`src/rtl/alu_arbiter_if.sv`:
```
// Request/result bundle between the two ALU requesters, the result consumer and alu_arbiter.
// master drives requests and consumes results; slave is the arbiter side.
interface alu_arbiter_if #(
  parameter int unsigned TAG_W = 5
) ();
  logic [1:0]       req_valid;
  logic [1:0]       req_ready;
  logic [31:0]      req0_src1;
  logic [31:0]      req0_src2;
  logic [2:0]       req0_ctrl;
  logic [TAG_W-1:0] req0_tag;
  logic [31:0]      req1_src1;
  logic [31:0]      req1_src2;
  logic [2:0]       req1_ctrl;
  logic [TAG_W-1:0] req1_tag;

  logic             res_valid;
  logic             res_ready;
  logic             res_id;
  logic [TAG_W-1:0] res_tag;
  logic [31:0]      res_data;
  logic             res_zero;

  modport master (
    output req_valid, req0_src1, req0_src2, req0_ctrl, req0_tag,
    output req1_src1, req1_src2, req1_ctrl, req1_tag, res_ready,
    input  req_ready, res_valid, res_id, res_tag, res_data, res_zero
  );

  modport slave (
    input  req_valid, req0_src1, req0_src2, req0_ctrl, req0_tag,
    input  req1_src1, req1_src2, req1_ctrl, req1_tag, res_ready,
    output req_ready, res_valid, res_id, res_tag, res_data, res_zero
  );
endinterface

```
`src/rtl/alu_arbiter.sv`:
```
// Shares one ALU between the EX stage (requester 0) and an aux unit (requester 1), holding the
// ALU for multi-cycle muls. Define ALU_ARB_FIXED_PRIO_EN for fixed priority to requester 0.
module alu_arbiter #(
  parameter int unsigned MUL_CYCLES = 2,
  parameter int unsigned TAG_W      = 5
) (
  input  logic        clk_i,
  input  logic        rst_i,
  alu_arbiter_if.slave bus,
  output logic [31:0] alu_src1_o,
  output logic [31:0] alu_src2_o,
  output logic [2:0]  alu_ctrl_o,
  input  logic [31:0] alu_result_i,
  input  logic        alu_zero_i
);

  localparam logic [2:0]  CtrlMul  = 3'b101;
  localparam bit          MulMulti = (MUL_CYCLES > 1);
  localparam int unsigned CntW     = (MUL_CYCLES > 1) ? $clog2(MUL_CYCLES) : 1;

  typedef enum logic {StIdle, StMul} state_e;

  state_e            state_q, state_d;
  logic [CntW-1:0]   cnt_q, cnt_d;
  logic [31:0]       op_src1_q, op_src1_d;
  logic [31:0]       op_src2_q, op_src2_d;
  logic [2:0]        op_ctrl_q, op_ctrl_d;
  logic [TAG_W-1:0]  op_tag_q, op_tag_d;
  logic              op_id_q, op_id_d;
  logic              res_valid_q, res_valid_d;
  logic [31:0]       res_data_q, res_data_d;
  logic              res_zero_q, res_zero_d;
  logic [TAG_W-1:0]  res_tag_q, res_tag_d;
  logic              res_id_q, res_id_d;

  logic [1:0]        gnt;
  logic [1:0]        tie_gnt;
  logic              can_issue;
  logic              accept;
  logic              sel_id;
  logic [31:0]       sel_src1, sel_src2;
  logic [2:0]        sel_ctrl;
  logic [TAG_W-1:0]  sel_tag;
  logic              sel_is_mul;

`ifdef ALU_ARB_FIXED_PRIO_EN
  assign tie_gnt = 2'b01;
`else
  logic last_grant_q, last_grant_d;

  // Tie goes to whoever did not win the previous accept.
  assign tie_gnt      = last_grant_q ? 2'b01 : 2'b10;
  assign last_grant_d = accept ? sel_id : last_grant_q;

  always_ff @(posedge clk_i or negedge rst_i) begin
    if (!rst_i) begin
      last_grant_q <= 1'b1;
    end else begin
      last_grant_q <= last_grant_d;
    end
  end
`endif

  always_comb begin
    gnt = 2'b00;
    unique case (bus.req_valid)
      2'b01:   gnt = 2'b01;
      2'b10:   gnt = 2'b10;
      2'b11:   gnt = tie_gnt;
      default: gnt = 2'b00;
    endcase
  end

  assign can_issue     = (state_q == StIdle) && (!res_valid_q || bus.res_ready);
  assign bus.req_ready = can_issue ? gnt : 2'b00;
  assign accept        = |bus.req_ready;

  assign sel_id     = gnt[1];
  assign sel_src1   = sel_id ? bus.req1_src1 : bus.req0_src1;
  assign sel_src2   = sel_id ? bus.req1_src2 : bus.req0_src2;
  assign sel_ctrl   = sel_id ? bus.req1_ctrl : bus.req0_ctrl;
  assign sel_tag    = sel_id ? bus.req1_tag  : bus.req0_tag;
  assign sel_is_mul = MulMulti && (sel_ctrl == CtrlMul);

  always_comb begin
    alu_src1_o = '0;
    alu_src2_o = '0;
    alu_ctrl_o = '0;
    if (state_q == StMul) begin
      alu_src1_o = op_src1_q;
      alu_src2_o = op_src2_q;
      alu_ctrl_o = op_ctrl_q;
    end else if (|gnt) begin
      alu_src1_o = sel_src1;
      alu_src2_o = sel_src2;
      alu_ctrl_o = sel_ctrl;
    end
  end

  always_comb begin
    state_d     = state_q;
    cnt_d       = cnt_q;
    op_src1_d   = op_src1_q;
    op_src2_d   = op_src2_q;
    op_ctrl_d   = op_ctrl_q;
    op_tag_d    = op_tag_q;
    op_id_d     = op_id_q;
    res_valid_d = res_valid_q && !bus.res_ready;
    res_data_d  = res_data_q;
    res_zero_d  = res_zero_q;
    res_tag_d   = res_tag_q;
    res_id_d    = res_id_q;

    unique case (state_q)
      StIdle: begin
        if (accept) begin
          if (sel_is_mul) begin
            state_d   = StMul;
            cnt_d     = CntW'(MUL_CYCLES - 1);
            op_src1_d = sel_src1;
            op_src2_d = sel_src2;
            op_ctrl_d = sel_ctrl;
            op_tag_d  = sel_tag;
            op_id_d   = sel_id;
          end else begin
            res_valid_d = 1'b1;
            res_data_d  = alu_result_i;
            res_zero_d  = alu_zero_i;
            res_tag_d   = sel_tag;
            res_id_d    = sel_id;
          end
        end
      end
      StMul: begin
        cnt_d = cnt_q - CntW'(1);
        // The result register was emptied when the mul was accepted, so it is free here.
        if (cnt_q == CntW'(1)) begin
          state_d     = StIdle;
          res_valid_d = 1'b1;
          res_data_d  = alu_result_i;
          res_zero_d  = alu_zero_i;
          res_tag_d   = op_tag_q;
          res_id_d    = op_id_q;
        end
      end
      default: state_d = StIdle;
    endcase
  end

  always_ff @(posedge clk_i or negedge rst_i) begin
    if (!rst_i) begin
      state_q     <= StIdle;
      cnt_q       <= '0;
      op_src1_q   <= '0;
      op_src2_q   <= '0;
      op_ctrl_q   <= '0;
      op_tag_q    <= '0;
      op_id_q     <= 1'b0;
      res_valid_q <= 1'b0;
      res_data_q  <= '0;
      res_zero_q  <= 1'b0;
      res_tag_q   <= '0;
      res_id_q    <= 1'b0;
    end else begin
      state_q     <= state_d;
      cnt_q       <= cnt_d;
      op_src1_q   <= op_src1_d;
      op_src2_q   <= op_src2_d;
      op_ctrl_q   <= op_ctrl_d;
      op_tag_q    <= op_tag_d;
      op_id_q     <= op_id_d;
      res_valid_q <= res_valid_d;
      res_data_q  <= res_data_d;
      res_zero_q  <= res_zero_d;
      res_tag_q   <= res_tag_d;
      res_id_q    <= res_id_d;
    end
  end

  assign bus.res_valid = res_valid_q;
  assign bus.res_data  = res_data_q;
  assign bus.res_zero  = res_zero_q;
  assign bus.res_tag   = res_tag_q;
  assign bus.res_id    = res_id_q;

endmodule
```
`src/flat_wrapper.sv`:
```
// flat-port wrapper written by rule: the top's interface ports become plain ports
module alu_arbiter_flat 
#(
  parameter int unsigned MUL_CYCLES = 2,
  parameter int unsigned TAG_W      = 5
)
  (clk_i, rst_i, alu_src1_o, alu_src2_o, alu_ctrl_o, alu_result_i, alu_zero_i, bus_req_valid, bus_req0_src1, bus_req0_src2, bus_req0_ctrl, bus_req0_tag, bus_req1_src1, bus_req1_src2, bus_req1_ctrl, bus_req1_tag, bus_res_ready, bus_req_ready, bus_res_valid, bus_res_id, bus_res_tag, bus_res_data, bus_res_zero);
  alu_arbiter_if #(.TAG_W(TAG_W)) bus_i ();
  input  logic clk_i;
  input  logic rst_i;
  output logic [31:0] alu_src1_o;
  output logic [31:0] alu_src2_o;
  output logic [2:0] alu_ctrl_o;
  input  logic [31:0] alu_result_i;
  input  logic alu_zero_i;
  input wire logic [$bits(bus_i.req_valid)-1:0] bus_req_valid;
  input wire logic [$bits(bus_i.req0_src1)-1:0] bus_req0_src1;
  input wire logic [$bits(bus_i.req0_src2)-1:0] bus_req0_src2;
  input wire logic [$bits(bus_i.req0_ctrl)-1:0] bus_req0_ctrl;
  input wire logic [$bits(bus_i.req0_tag)-1:0] bus_req0_tag;
  input wire logic [$bits(bus_i.req1_src1)-1:0] bus_req1_src1;
  input wire logic [$bits(bus_i.req1_src2)-1:0] bus_req1_src2;
  input wire logic [$bits(bus_i.req1_ctrl)-1:0] bus_req1_ctrl;
  input wire logic [$bits(bus_i.req1_tag)-1:0] bus_req1_tag;
  input wire logic [$bits(bus_i.res_ready)-1:0] bus_res_ready;
  output wire logic [$bits(bus_i.req_ready)-1:0] bus_req_ready;
  output wire logic [$bits(bus_i.res_valid)-1:0] bus_res_valid;
  output wire logic [$bits(bus_i.res_id)-1:0] bus_res_id;
  output wire logic [$bits(bus_i.res_tag)-1:0] bus_res_tag;
  output wire logic [$bits(bus_i.res_data)-1:0] bus_res_data;
  output wire logic [$bits(bus_i.res_zero)-1:0] bus_res_zero;
  assign bus_i.req_valid = bus_req_valid;
  assign bus_i.req0_src1 = bus_req0_src1;
  assign bus_i.req0_src2 = bus_req0_src2;
  assign bus_i.req0_ctrl = bus_req0_ctrl;
  assign bus_i.req0_tag = bus_req0_tag;
  assign bus_i.req1_src1 = bus_req1_src1;
  assign bus_i.req1_src2 = bus_req1_src2;
  assign bus_i.req1_ctrl = bus_req1_ctrl;
  assign bus_i.req1_tag = bus_req1_tag;
  assign bus_i.res_ready = bus_res_ready;
  assign bus_req_ready = bus_i.req_ready;
  assign bus_res_valid = bus_i.res_valid;
  assign bus_res_id = bus_i.res_id;
  assign bus_res_tag = bus_i.res_tag;
  assign bus_res_data = bus_i.res_data;
  assign bus_res_zero = bus_i.res_zero;
  alu_arbiter #(.MUL_CYCLES(MUL_CYCLES), .TAG_W(TAG_W)) u_core (.clk_i(clk_i), .rst_i(rst_i), .bus(bus_i), .alu_src1_o(alu_src1_o), .alu_src2_o(alu_src2_o), .alu_ctrl_o(alu_ctrl_o), .alu_result_i(alu_result_i), .alu_zero_i(alu_zero_i));
endmodule
```
`config.mk`:
```
export PLATFORM = sky130hd
export DESIGN_NAME = alu_arbiter_flat
export DESIGN_NICKNAME = d
export VERILOG_FILES = /design/src/rtl/alu_arbiter_if.sv /design/src/rtl/alu_arbiter.sv /design/src/flat_wrapper.sv
export SDC_FILE = /design/constraint.sdc
export NUM_CORES = 1
export LEC_CHECK = 0
export CORE_ASPECT_RATIO = 0.5
export CORE_MARGIN = 3
export CORE_UTILIZATION = 37
export CTS_BUF_LIST = sky130_fd_sc_hd__clkbuf_16
export DETAILED_ROUTE_END_ITERATION = 6
export HOLD_SLACK_MARGIN = 0.15
export MAX_ROUTING_LAYER = met4
export PLACE_DENSITY = 0.77
export SETUP_SLACK_MARGIN = 0.4
export SLEW_MARGIN = 20
export SYNTH_ARGS = -nofsm -noshare
export SYNTH_HDL_FRONTEND = slang
export SYNTH_SLANG_ARGS = --single-unit
```
`constraint.sdc`:
```
create_clock -name clk_i -period 2.3 [get_ports clk_i]
set_input_delay 0.69 -clock clk_i [delete_from_list [all_inputs] [get_ports clk_i]]
set_output_delay 0.69 -clock clk_i [all_outputs]
set_load 0.05 [all_outputs]
```
==> reports/metrics.yaml, run 1 <==
cells_and_area:
  layout-area-overhead-vs-synth_pct: 144
  most_common_cell_after_layout_fill_and_taps_aside: "sky130_fd_sc_hd__clkdlybuf4s50_1"
  final_layout_size_suffix_gt1_share_pct: 59.5
  num-nets-final: 1201
  finish.utilization_pct: 95.9
  most-common-layout-cells: "sky130_fd_sc_hd__clkdlybuf4s50_1, sky130_fd_sc_hd__dfrtp_1, sky130_fd_sc_hd__buf_4, sky130_fd_sc_hd__nand2_1, sky130_fd_sc_hd__o21ai_4"
yosys:
  synth_edf_count: 0
  ys_seq_elements: 116
  synthFlopType: "sky130_fd_sc_hd__dfrtp_1"
  synth-warning-count: 0
  postSynthNetCount: 764
  async_flop_share_pct: 100
  post_synth_inst_count: 582
  syn_area_um2: 5910
  netlist-cell-type-count: 26
  synth.avg_cell_area_um2: 10.2
  synth-seq-area-share_pct: 49.1
clocking:
  number_of_buffers_created_by_cts: 17
  path_clk_slew_ns: 0.07
  ctsRootBufferMaster: "sky130_fd_sc_hd__clkbuf_16"
  numClockSinks: 116
  clk_latency_ns: 0.43
  clock_tree.htree_level_count: 4
  postCtsHoldBufs: 0
  tritoncts: "done"
  cts.path.max_buffers: 2
global_routing:
  grt_max_degree: 74
  grt.overflow.total: 0
  global_route_usage_over_all_layers_pct: 36.4
  grt_pass1_vias: 7934
  number_of_antenna_violations_at_the_first_check_in_global_routing: 2
  grt_pass1_wl_mm: 46.5
setup_path:
  cp_common_cell: "sky130_fd_sc_hd__buf_12"
  critPathCaptureType: "output port"
  critical_path_fanouts_max: 8
  r2r_slack_ns: -0.40
  worst_r2r_endpoint: "u_core.op_src2_q[2]$_DFFE_PN0P_"
  timing.rr.start: "u_core.last_grant_q$_DFFE_PN1P_"
  timing.reg2reg.worst_path_depth: 13
  crit_path_max_cell_delay_ns: 0.49
  setup.worst_path.class: "reg2out"
  cp_data_required_time_ns: 1.61
  cpMaxStageDelayCell: "sky130_fd_sc_hd__mux2i_4"
  critPathLaunch: "u_core.last_grant_q$_DFFE_PN1P_"
  crit_cells: 6
  worst_ep_arrival_time_ns: 2.22
  path_buf_inv: 3
  critPathLaunchType: "register"
  worst_path_dominant_cell_family: "buffers and inverters"
  ordered_cell_list_for_the_critical_path: "a21boi_4 > buf_12 > buf_8 > mux2i_4 > o21ai_4 > buf_12"
outcome:
  failed_checks: "setup timing"
  outcome: "finished, violations left"
floorplanning:
  die_width_um: 185
  num_rows: 31
  design.die.area_um2: 17600
  initial_utilization_pct: 39.3
  dieHeight_um: 95.4
  io-pin-count: 291
  coreArea_um2: 15000
worst_hold_path:
  timing.hold.worst.class: "in2async"
route:
  detail_route.wl_per_cell_um: 37.6
  routed_wirelength_mm: 46.5
  ant_nets: 0
  post-route-drc-count: 0
  detailedRoute.firstIterationViolations: 1172
  vias: 8448
  route.detailed.vias_per_inst: 6.83
  drt_pass1_iterations: 5
power_and_ir_drop:
  p_leak_nw: 5.65
  power_per_cell_area_nw_per_um2: 1260
  ir_worst_vdd_mv: 1.24
timing:
  tightestPinTransition_ns: 0.613
  total_negative_slack_ns: -47.25
  final_max_slew_viol_count: 0
  postLayoutSetupSlackWorst_ns: -0.607
  finalCriticalPeriod_ns: 2.91
  clock_skew_ns: 0.00894
  finalHoldViolCount: 0
  max-slew-margin-rel_pct: 59.2
  post-route-period-util_pct: 126
  report.final.setup_viol: 180
  fmaxAchievable_ghz: 0.344
  rsz0062_at_grt: "yes"
placed_design:
  dp_hpwl_mm: 15.2
  placement.io_buffers: 290
  routabilityCongestion: 0.797
job:
  max_cap_violations: 0
## flip-flops by register name (all words and copies together), names as in the netlist
| signal | cells |
|---|---|
| u_core.last_grant_q | 1 |
| u_core.bus.res_id | 1 |
| u_core.bus.res_valid | 1 |
| u_core.bus.res_zero | 1 |
| u_core.op_ctrl_q | 3 |
| u_core.bus.res_tag | 5 |
| u_core.op_id_q | 1 |
| u_core.cnt_q | 1 |
| u_core.op_src1_q | 32 |
| u_core.state_q | 1 |
| u_core.bus.res_data | 32 |
| u_core.op_tag_q | 5 |
| u_core.op_src2_q | 32 |
## power by group
group          internal, mW  switching, mW
Clock                  1.72           1.19
Sequential             3.00           1.11
Combinational          4.66           6.52
## synth_stat cells, types with 2 or more instances
cell | count | area, um^2
sky130_fd_sc_hd__mux2_1 | 2 | 22.5
sky130_fd_sc_hd__buf_2 | 26 | 130
sky130_fd_sc_hd__nand2b_1 | 2 | 12.5
sky130_fd_sc_hd__mux2_2 | 53 | 597
sky130_fd_sc_hd__clkbuf_1 | 25 | 93.8
sky130_fd_sc_hd__o21ai_0 | 69 | 345
sky130_fd_sc_hd__inv_1 | 2 | 7.51
sky130_fd_sc_hd__nand3b_1 | 2 | 15.0
sky130_fd_sc_hd__mux2i_1 | 68 | 681
sky130_fd_sc_hd__buf_1 | 2 | 7.51
sky130_fd_sc_hd__a21oi_1 | 64 | 320
sky130_fd_sc_hd__nand2_1 | 74 | 278
sky130_fd_sc_hd__a31oi_1 | 64 | 400
sky130_fd_sc_hd__buf_4 | 3 | 22.5
sky130_fd_sc_hd__dfrtp_1 | 115 | 2880
## routing by layer
layer  track usage [%]  routed length (um)
met5                 -                   0
met4              19.0                5340
met3              9.64                6000
met2              61.5               20700
met1              40.1               14500
## worst register-to-register path, stage by stage (launching register included)
cell                       delay (ns)
sky130_fd_sc_hd__dfstp_2         0.56
sky130_fd_sc_hd__a21boi_4        0.08
sky130_fd_sc_hd__buf_4           0.15
sky130_fd_sc_hd__buf_6           0.11
sky130_fd_sc_hd__buf_12          0.14
sky130_fd_sc_hd__buf_6           0.12
sky130_fd_sc_hd__mux2i_4         0.24
sky130_fd_sc_hd__buf_6           0.16
sky130_fd_sc_hd__buf_12          0.13
sky130_fd_sc_hd__buf_16          0.16
sky130_fd_sc_hd__buf_12          0.12
sky130_fd_sc_hd__buf_16          0.13
sky130_fd_sc_hd__a21oi_2         0.08
sky130_fd_sc_hd__a31oi_1         0.36
## worst max path at each step
stage                           to  slack [ns]
CTS                 alu_src2_o[14]       -0.42
finish               alu_src1_o[2]       -0.61
global route         alu_src1_o[2]       -0.63
floorplan           alu_src2_o[15]       -0.19
detailed placement  alu_src2_o[14]       -0.82
global placement     alu_src1_o[4]       -0.77
## area by class of cell
type,count,area (um^2)
clock buffer,17,425
inverter,2,11.3
tap,198,248
clock inverter,15,180
timing repair buffer,474,5460
sequential,116,2910
fill,295,611
antenna,6,15.0
multi-input combinational,408,5190
## what timing repair did
item,in CTS,in global routing
endpoints found under the setup margin,223,207
gates cloned,20,3
buffers inserted,33,33
resized for setup,345,197
pin swaps,38,51
## cells by family (layout without fill, tap and decap cells)
group                  Yosys count  after routing  synth area share [%]
AO/OA/AOI/OAI                  201            201                  18.7
other                            0              6                     0
buffers and inverters           58            508                  4.42
flip-flops                     116            116                  49.1
AND/OR/NAND/NOR                 83             83                  5.63
multiplexers                   123            123                  22.0
XOR/XNOR                         1              1                 0.148
## through the flow
step / cell area [um^2] / setup WS [ns] / hold WS [ns] / power [mW] / std cells
floorplan: 6990 / -0.187 / 0.394 / 8.61 / 582
global placement: 10700 / -0.769 / 0.453 / 11.1 / 1109
detailed placement: 10700 / -0.823 / 0.460 / 11.2 / 1109
CTS: 13400 / -0.425 / 0.199 / 15.7 / 1194
global route: 14400 / -0.632 / 0.216 / 18.4 / 1234
finish: 14400 / -0.607 / 0.203 / 18.2 / 1236
(Power assumes the default switching activity.)
==> run 2, diff against run 1 <==
--- a/config.mk
+++ b/config.mk
@@ -7,11 +7,10 @@
 export LEC_CHECK = 0
 export CORE_ASPECT_RATIO = 0.5
-export CORE_MARGIN = 3
-export CORE_UTILIZATION = 37
-export CTS_BUF_LIST = sky130_fd_sc_hd__clkbuf_16
+export CORE_UTILIZATION = 38
+export CTS_BUF_LIST = sky130_fd_sc_hd__clkbuf_8
 export DETAILED_ROUTE_END_ITERATION = 6
 export HOLD_SLACK_MARGIN = 0.15
 export MAX_ROUTING_LAYER = met4
-export PLACE_DENSITY = 0.77
+export PLACE_DENSITY = 0.79
 export SETUP_SLACK_MARGIN = 0.4
 export SLEW_MARGIN = 20
==> constraint.sdc (replaced) <==
create_clock -name clk_i -period 2.3 [get_ports clk_i]
set_input_delay 0.23 -clock clk_i [delete_from_list [all_inputs] [get_ports clk_i]]
set_output_delay 0.23 -clock clk_i [all_outputs]
set_load 0.05 [all_outputs]
==> reports/metrics.yaml, run 2 (same netlist as run 1, synthesis figures left out) <==
outcome:
  outcome: "finished, violations left"  # unchanged
  failed_checks: "setup timing"  # unchanged
floorplanning:
  io-pin-count: 291  # unchanged
  coreArea_um2: 14800  # was 15000 um^2
  dieHeight_um: 90.2  # was 95.4 um
  design.die.area_um2: 16100  # was 17600 um^2
  num_rows: 31  # unchanged
  initial_utilization_pct: 39.9  # was 39.3%
  die_width_um: 178  # was 185 um
setup_path:
  timing.reg2reg.worst_path_depth: 8  # was 13
  worst_r2r_endpoint: "u_core.bus.res_data[11]$_DFFE_PN0P_"  # was u_core.op_src2_q[2]$_DFFE_PN0P_
  setup.worst_path.class: "in2out"  # was reg2out
  cpMaxStageDelayCell: "sky130_fd_sc_hd__clkdlybuf4s50_1"  # was sky130_fd_sc_hd__mux2i_4
  path_buf_inv: 4  # was 3
  r2r_slack_ns: 0.10  # was -0.40 ns
  crit_path_max_cell_delay_ns: 0.53  # was 0.49 ns
  critical_path_fanouts_max: 9  # was 8
  timing.rr.start: "u_core.last_grant_q$_DFFE_PN1P_"  # unchanged
  worst_path_dominant_cell_family: "buffers and inverters"  # unchanged
  worst_ep_arrival_time_ns: 2.12  # was 2.22 ns
  cp_data_required_time_ns: 2.07  # was 1.61 ns
  critPathLaunchType: "input port"  # was register
  critPathCaptureType: "output port"  # unchanged
  ordered_cell_list_for_the_critical_path: "clkdlybuf4s50_1 > a21boi_4 > buf_6 > buf_16 > mux2i_2 > o21ai_1 > buf_12"  # was a21boi_4 > buf_12 > buf_8 > mux2i_4 > o21ai_4 > buf_12
  crit_cells: 7  # was 6
route:
  detailedRoute.firstIterationViolations: 582  # was 1172
  top_layer: "met4"  # unchanged
  wl_met2_mm: 14.2  # was 20.7 mm
  drt_pass1_iterations: 6  # was 5
  detailroute.wirelength.met3_mm: 2.12  # was 6.00 mm
  route.detailed.vias_per_inst: 5.98  # was 6.83
  ant_nets: 0  # unchanged
  vias: 6863  # was 8448
  detail_route.wl_per_cell_um: 25.0  # was 37.6 um
  route.layer.met1.wl_mm: 10.8  # was 14.5 mm
  post-route-drc-count: 0  # unchanged
  routed_wirelength_mm: 28.7  # was 46.5 mm
clocking:
  path_clk_slew_ns: 0.10  # was 0.07 ns
  ctsRootBufferMaster: "sky130_fd_sc_hd__clkbuf_8"  # was sky130_fd_sc_hd__clkbuf_16
  number_of_buffers_created_by_cts: 17  # unchanged
  numClockSinks: 116  # unchanged
  tritoncts: "done"  # unchanged
  cts.path.max_buffers: 2  # unchanged
  clk_latency_ns: 0.44  # was 0.43 ns
  clock_tree.htree_level_count: 4  # unchanged
global_routing:
  grt.overflow.total: 0  # unchanged
  global_route_usage_over_all_layers_pct: 28.4  # was 36.4%
  number_of_antenna_violations_at_the_first_check_in_global_routing: 0  # was 2
  grt_max_degree: 74  # unchanged
  grt_pass1_wl_mm: 34.5  # was 46.5 mm
  grt_pass1_vias: 6552  # was 7934
job:
  max_cap_violations: 0  # unchanged
power_and_ir_drop:
  power_per_cell_area_nw_per_um2: 1210  # was 1260 nW/um^2
  ir_worst_vdd_mv: 0.850  # was 1.24 mV
  power.total_mw: 15.0  # was 18.2 mW
  p_leak_nw: 4.90  # was 5.65 nW
timing:
  final_max_slew_viol_count: 0  # unchanged
  tightestPinTransition_ns: 0.539  # was 0.613 ns
  clock_skew_ns: 0.0192  # was 0.00894 ns
  finalCriticalPeriod_ns: 2.35  # was 2.91 ns
  max-slew-margin-rel_pct: 64.0  # was 59.2%
  finalHoldViolCount: 0  # unchanged
  postLayoutSetupSlackWorst_ns: -0.0531  # was -0.607 ns
  post-route-period-util_pct: 102  # was 126%
  report.final.setup_viol: 3  # was 180
  rsz0062_at_grt: "yes"  # unchanged
  fmaxAchievable_ghz: 0.425  # was 0.344 GHz
  total_negative_slack_ns: -0.104  # was -47.25 ns
worst_hold_path:
  timing.hold.worst.class: "in2async"  # unchanged
cells_and_area:
  final_layout_size_suffix_gt1_share_pct: 42.2  # was 59.5%
  antenna-diode-count: 0  # was 6
  finish.utilization_pct: 83.4  # was 95.9%
  most_common_cell_after_layout_fill_and_taps_aside: "sky130_fd_sc_hd__clkdlybuf4s50_1"  # unchanged
  num-nets-final: 1119  # was 1201
  layout-area-overhead-vs-synth_pct: 109  # was 144%
  most-common-layout-cells: "sky130_fd_sc_hd__clkdlybuf4s50_1, sky130_fd_sc_hd__dfrtp_1, sky130_fd_sc_hd__buf_12, sky130_fd_sc_hd__nand2_1, sky130_fd_sc_hd__a21oi_1"  # was sky130_fd_sc_hd__clkdlybuf4s50_1, sky130_fd_sc_hd__dfrtp_1, sky130_fd_sc_hd__buf_4, sky130_fd_sc_hd__nand2_1, sky130_fd_sc_hd__o21ai_4
placed_design:
  dp_hpwl_mm: 13.9  # was 15.2 mm
  placement.io_buffers: 290  # unchanged
  routabilityCongestion: 0.796  # was 0.797
-- run 2: cell types whose count changed in the layout (fill, tap and decap cells not counted), moves of 41 or more --
cell	delta
sky130_fd_sc_hd__a21oi_1	+60
sky130_fd_sc_hd__o21ai_4	-52
sky130_fd_sc_hd__buf_4	-48
sky130_fd_sc_hd__o21ai_2	+47
sky130_fd_sc_hd__buf_6	-44
sky130_fd_sc_hd__clkdlybuf4s50_1	+43
sky130_fd_sc_hd__buf_12	+41
-- run 2: layer usage --
| metal | vias to the layer above | global-route usage [%] |
|---|---|---|
| li1 | 2861 | - |
| met1 | 3396 | 32.8 |
| met2 | 455 | 48.3 |
| met3 | 151 | 4.86 |
| met4 | 0 | 12.9 |
| met5 | - | - |
-- run 2: worst max path at each step --
stage / startpoint / to / slack [ns]
6_report: bus_req_valid[1] / alu_src1_o[3] / -0.05
2_1_floorplan: u_core.last_grant_q$_DFFE_PN1P_ / alu_src2_o[13] / 0.24
3_3_place_gp: bus_req_valid[1] / alu_src2_o[6] / 0.06
3_5_place_dp: bus_req_valid[1] / u_core.op_src2_q[23]$_DFFE_PN0P_ / 0.005
4_1_cts: u_core.last_grant_q$_DFFE_PN1P_ / alu_src2_o[27] / 0.1
5_1_grt: u_core.last_grant_q$_DFFE_PN1P_ / alu_src2_o[27] / -0.09
-- run 2: what timing repair did --
item | 4_1_cts | 5_1_grt
resized for setup | 71 | 112
setup endpoints to repair | 74 | 175
gates cloned | 7 | 18
pin swaps | 5 | 8
setup buffers | 10 | 18
hold buffers | 1 | 0
endpoints found under the hold margin | 97 | 0
-- run 2: per-stage QoR --
| stage | hold WS [ns] | area (um^2) | std cells | worst slack (ns) |
|---|---|---|---|---|
| floorplan | -0.0656 | 6220 | 582 | 0.242 |
| global placement | 0.157 | 10300 | 1062 | 0.0649 |
| detailed placement | 0.164 | 10300 | 1062 | 0.00522 |
| CTS | 0.249 | 11300 | 1112 | 0.0987 |
| global route | 0.271 | 12400 | 1148 | -0.0919 |
| finish | 0.230 | 12400 | 1148 | -0.0531 |
-- run 2: power by group --
group	leakage, nW	switching (mW)	internal, mW
clock network	0.181	1.02	0.806
registers	1.30	0.640	3.00
logic	3.43	5.20	4.30
total	4.90	6.85	8.10
-- run 2: cell type report --
type                       instances  area (um^2)
multi-input combinational        408         3890
inverter                           2         7.51
sequential                       116         2910
timing repair buffer             392         4950
clock inverter                    14          116
tap                              198          248
fill                             704         2460
clock buffer                      18          248
